<file path="src/rtl/rca_pipe_addsub.sv">
// Pipelined ripple-carry adder/subtractor, one CHUNK-bit slice per stage.
// Operand slices shift down each stage while sum slices accumulate upward.
module rca_pipe_addsub #(
  parameter int WIDTH = 16,
  parameter int CHUNK = 4
) (
  input  logic             clk,
  input  logic             rst,
  input  logic             in_valid,
  output logic             in_ready,
  input  logic [WIDTH-1:0] A,
  input  logic [WIDTH-1:0] B,
  input  logic             C_in,
  input  logic             sub,
  output logic             out_valid,
  input  logic             out_ready,
  output logic [WIDTH-1:0] S,
  output logic             C_out,
  output logic             overflow
);

  localparam int STAGES = WIDTH / CHUNK;

  logic advance;

  assign advance  = !out_valid || out_ready;
  assign in_ready = advance;

  for (genvar k = 0; k < STAGES; k++) begin : g_st
    localparam int OW = WIDTH - k * CHUNK;
    localparam int SW = (k + 1) * CHUNK;

    logic [OW-1:0]    a_i;
    logic [OW-1:0]    b_i;
    logic             c_i;
    logic             v_i;
    logic [CHUNK-1:0] sl;
    logic             c_t;
    logic [SW-1:0]    s_n;
    logic [SW-1:0]    s_r;
    logic             c_r;
    logic             v_r;

    if (k == 0) begin : g_src
      assign a_i = A;
      assign b_i = B ^ {WIDTH{sub}};
      assign c_i = C_in ^ sub;
      assign v_i = in_valid;
      assign s_n = sl;
    end else begin : g_src
      assign a_i = g_st[k-1].g_fw.a_r;
      assign b_i = g_st[k-1].g_fw.b_r;
      assign c_i = g_st[k-1].c_r;
      assign v_i = g_st[k-1].v_r;
      assign s_n = {sl, g_st[k-1].s_r};
    end

    always_comb begin
      sl  = '0;
      c_t = c_i;
      for (int i = 0; i < CHUNK; i++) begin
        sl[i] = a_i[i] ^ b_i[i] ^ c_t;
        c_t   = (a_i[i] & b_i[i]) |
                (c_t & (a_i[i] ^ b_i[i]));
      end
    end

    always_ff @(posedge clk or posedge rst) begin
      if (rst) begin
        v_r <= 1'b0;
        s_r <= '0;
        c_r <= 1'b0;
      end else if (advance) begin
        v_r <= v_i;
        s_r <= s_n;
        c_r <= c_t;
      end
    end

    // Only the not-yet-consumed operand bits travel on.
    if (k < STAGES - 1) begin : g_fw
      logic [OW-CHUNK-1:0] a_r;
      logic [OW-CHUNK-1:0] b_r;

      always_ff @(posedge clk or posedge rst) begin
        if (rst) begin
          a_r <= '0;
          b_r <= '0;
        end else if (advance) begin
          a_r <= a_i[OW-1:CHUNK];
          b_r <= b_i[OW-1:CHUNK];
        end
      end
    end

    // Carry into the MSB is recovered as a ^ b ^ sum at that bit.
    if (k == STAGES - 1) begin : g_last
      logic ov_r;

      always_ff @(posedge clk or posedge rst) begin
        if (rst) begin
          ov_r <= 1'b0;
        end else if (advance) begin
          ov_r <= a_i[CHUNK-1] ^ b_i[CHUNK-1] ^
                  sl[CHUNK-1] ^ c_t;
        end
      end
    end
  end

  assign out_valid = g_st[STAGES-1].v_r;
  assign S         = g_st[STAGES-1].s_r;
  assign C_out     = g_st[STAGES-1].c_r;
  assign overflow  = g_st[STAGES-1].g_last.ov_r;

endmodule

</file>
<file path="config.mk">
export PLATFORM = sky130hd
export DESIGN_NAME = rca_pipe_addsub
export DESIGN_NICKNAME = d
export VERILOG_FILES = /design/src/rtl/rca_pipe_addsub.sv
export SDC_FILE = /design/constraint.sdc
export NUM_CORES = 1
export LEC_CHECK = 0
export BUFFER_PORTS_ARGS = -buffer_cell sky130_fd_sc_hd__buf_2
export CORE_UTILIZATION = 60
export DETAILED_ROUTE_END_ITERATION = 10
export GPL_ROUTABILITY_DRIVEN = 0
export GPL_TIMING_DRIVEN = 0
export MAX_ROUTING_LAYER = met4
export PLACE_DENSITY = 0.83
export SLEW_MARGIN = 20
export SYNTH_ARGS = -nofsm -noshare
export SYNTH_HDL_FRONTEND = slang
export SYNTH_SLANG_ARGS = --single-unit
</file>
<file path="constraint.sdc">
create_clock -name clk -period 6.29 [get_ports clk]
set_input_delay 0.3145 -clock clk [delete_from_list [all_inputs] [get_ports clk]]
set_output_delay 0.3145 -clock clk [all_outputs]
set_load 0.01 [all_outputs]
</file>
==> qor.yml <==
yosysMostFrequentCell: "dfrtp_1"
timing.final.ws_setup_ns: 3.48
syn2layout_area_growth_pct: 16.0
max-slew-margin-rel: 0.681
cts_resized: 0
htreeDepth: 3
ir_worst_vdd_v: 0.000215
syn_nets: 334
dp.cells: 431
nFillCells: 480
fp.coreArea_mm2: 0.00683
grt_pass1_vias: 2436
fin_nets: 402
synth_top_family_by_area: "multiplexers"
rsz0062_at_grt: "no"
grtUsageTotal: 0.239
synth_edf_count: 0
synth-compound-area-share: 0.0106
met1Wirelength_mm: 3.19
initial_utilization: 0.623
ys_seq_elements: 97
fp.dieW_um: 86.2
cp-start-kind: "flop"
fmax_mhz: 356
cts_sinks: 97
fin_tns_setup_ns: 0
synth.avg_cell_area_um2: 15.2
antenna_found_initial: 0
antenna_left: 0
grt_overflow: 0
synth_top_area_frac: 0.571
post-place-ws_ns: 3.14
stdcell_count: 448
skew_ns: 0.00592
tightest_slew_ns: 0.479
numCtsBuffers: 9
synth_fa_ha_area_frac: 0.0782
cts_tree: "done"
power-per-cell-area_mw_per_mm2: 494
finalCritPeriodShare: 0.446
drive_above_1_share: 0.483
drtPass1Iterations: 4
endpoint_kind: "flop"
clk_path_buf_depth: 2
finalSetupViolCount: 0
drt_iter0_drc: 75
clock_latency_ns: 0.36
drc: 0
finalMaxSlewViolations: 0
crit_required_ns: 6.55
cts_hold_buf: 1
grt_pass1_wl_mm: 12.4
syn_inst: 279
path_class: "reg -> reg"
syn_area_mm2: 0.00425
synthSimpleGateAreaFrac: 0.0206
diodes: 0
wl_per_cell_um: 16.8
outcome: "finished, final reports clean"
synth_area_leaders: "dfrtp_1 (57%), mux2_2 (21%), fa_1 (7.5%)"
yosysSeqAreaShare: 0.571
hold_path.class: "in -> reg"
vias: 2316
die-area_mm2: 0.00743
design_area_mm2: 0.00494
ys.warnings.count: 0
synthMuxAreaShare: 0.233
io_pins: 58
synth_largest_area_cell: "dfrtp_1"
top_layer: "met4"
drv_cap: 0
worstPathMaxFanout: 2
die_h_um: 86.2
finalWirelength_mm: 7.52
portBuffers: 55
hold_violations: 0
rows: 30
wl_met2_mm: 3.94
hpwlAfterDp_mm: 5.25
postCtsSetupBuffers: 0
ys_top_cells_by_count: "dfrtp_1 (97), mux2_2 (79), inv_1 (26)"
root_buffer: "clkbuf_8"
grt_max_degree: 52
synthXorXnorAreaFrac: 0.0406
clk_pin_slew_worst_paths_ns: 0.09
synth.distinct_cells: 16
critPathArrivalTime_ns: 3.06
ys.flop_type: "dfrtp_1"
power.static_leakage_nw: 2.29
vias_per_cell: 5.17
placed_area_mm2: 0.00468
fin_crit_ns: 2.81
wl_met3_um: 228
synth-async-reset-ratio: 1.00
-- report_power, final --
part / leakage (nW) / internal [mW] / switching, mW
logic: 1.05 / 0.511 / 0.375
clock network: 0.120 / 0.274 / 0.209
registers: 1.12 / 0.907 / 0.161
-- per-layer routing --
metal	track usage	up-vias
li1	-	1057
met3	0.0314	11
met4	0.114	0
met5	-	-
met2	0.398	51
met1	0.293	1197
-- registers in the layout, summed over array words and instances, names as in the netlist --
| signal | count |
|---|---|
| g_st.g_fw.a_r | 24 |
| g_st.c_r | 3 |
| g_st.v_r | 3 |
| overflow | 1 |
| g_st.s_r | 24 |
| C_out | 1 |
| out_valid | 1 |
| S | 16 |
| g_st.g_fw.b_r | 24 |
-- worst max-delay path, stage by stage, from the launching register on --
cell and delay (ns):
dfrtp_1 0.37, inv_1 0.12, fa_1 0.19, inv_1 0.05, fa_1 0.40, fa_1 0.38, inv_1 0.11, fa_1 0.46
xor3_1 0.36, mux2_2 0.27
-- worst paths after layout --
kind                        startpoint                  end  slack, ns  cells past startpoint
min reg2reg                g_st[2].v_r            out_valid       0.46                      1
max in group asynchronous          rst  g_st[1].g_fw.a_r[2]       5.17                      4
min in group asynchronous          rst                C_out       0.53                      3
max                        g_st[2].c_r             overflow       3.48                      9
min                              A[13]  g_st[0].g_fw.a_r[9]       0.18                      2
max reg2reg                g_st[2].c_r             overflow       3.48                      9
-- metrics by stage --
step                      utilization  power (mW)  hold WS, ns
after floorplan                     -        1.70        0.430
after global placement          0.681        1.90        0.440
after detailed placement        0.685        1.98        0.384
after CTS                       0.723        2.46        0.167
after global routing            0.723        2.60        0.172
final                           0.723        2.44        0.177
-- cell families (layout without fill, tap and decap cells) --
kind of cell / after synthesis / in the layout
adders and majority gates: 17 / 17
and+or+nand+nor: 11 / 11
xor gates and xnor gates: 18 / 18
DFF: 97 / 97
muxes: 87 / 87
buffers and inverters: 40 / 113
AOI/OAI and AO/OA: 9 / 9
-- cell usage in the layout, fill, tap and decap left out --
master | netlist | routed
clkbuf_8 | 0 | 10
mux2_4 | 4 | 4
xor2_1 | 13 | 13
buf_16 | 0 | 1
dfrtp_1 | 97 | 97
fa_1 | 16 | 16
bufinv_16 | 0 | 3
clkbuf_1 | 0 | 1
inv_6 | 0 | 1
mux2_2 | 79 | 79
inv_1 | 26 | 25
nor3b_1 | 9 | 9
xnor2_1 | 4 | 4
nand2b_4 | 1 | 1
mux2i_1 | 4 | 4
a21oi_1 | 9 | 9
buf_2 | 9 | 64
dlygate4sd3_1 | 0 | 1
clkinv_2 | 0 | 1
xor3_1 | 1 | 1
buf_6 | 5 | 5
nand2b_1 | 1 | 1
clkinvlp_4 | 0 | 1
ha_1 | 1 | 1
-- layout make-up --
| class | count | area [um^2] | area share |
|---|---|---|---|
| buffer | 14 | 101 | 0.0205 |
| sequential | 97 | 2430 | 0.492 |
| timing repair buffer | 57 | 313 | 0.0634 |
| multi-input combinational | 142 | 1630 | 0.330 |
| inverter | 26 | 103 | 0.0208 |
| tap | 96 | 120 | 0.0243 |
| clock buffer | 11 | 141 | 0.0286 |
| clock inverter | 5 | 103 | 0.0208 |
(Power assumes the default switching activity.)
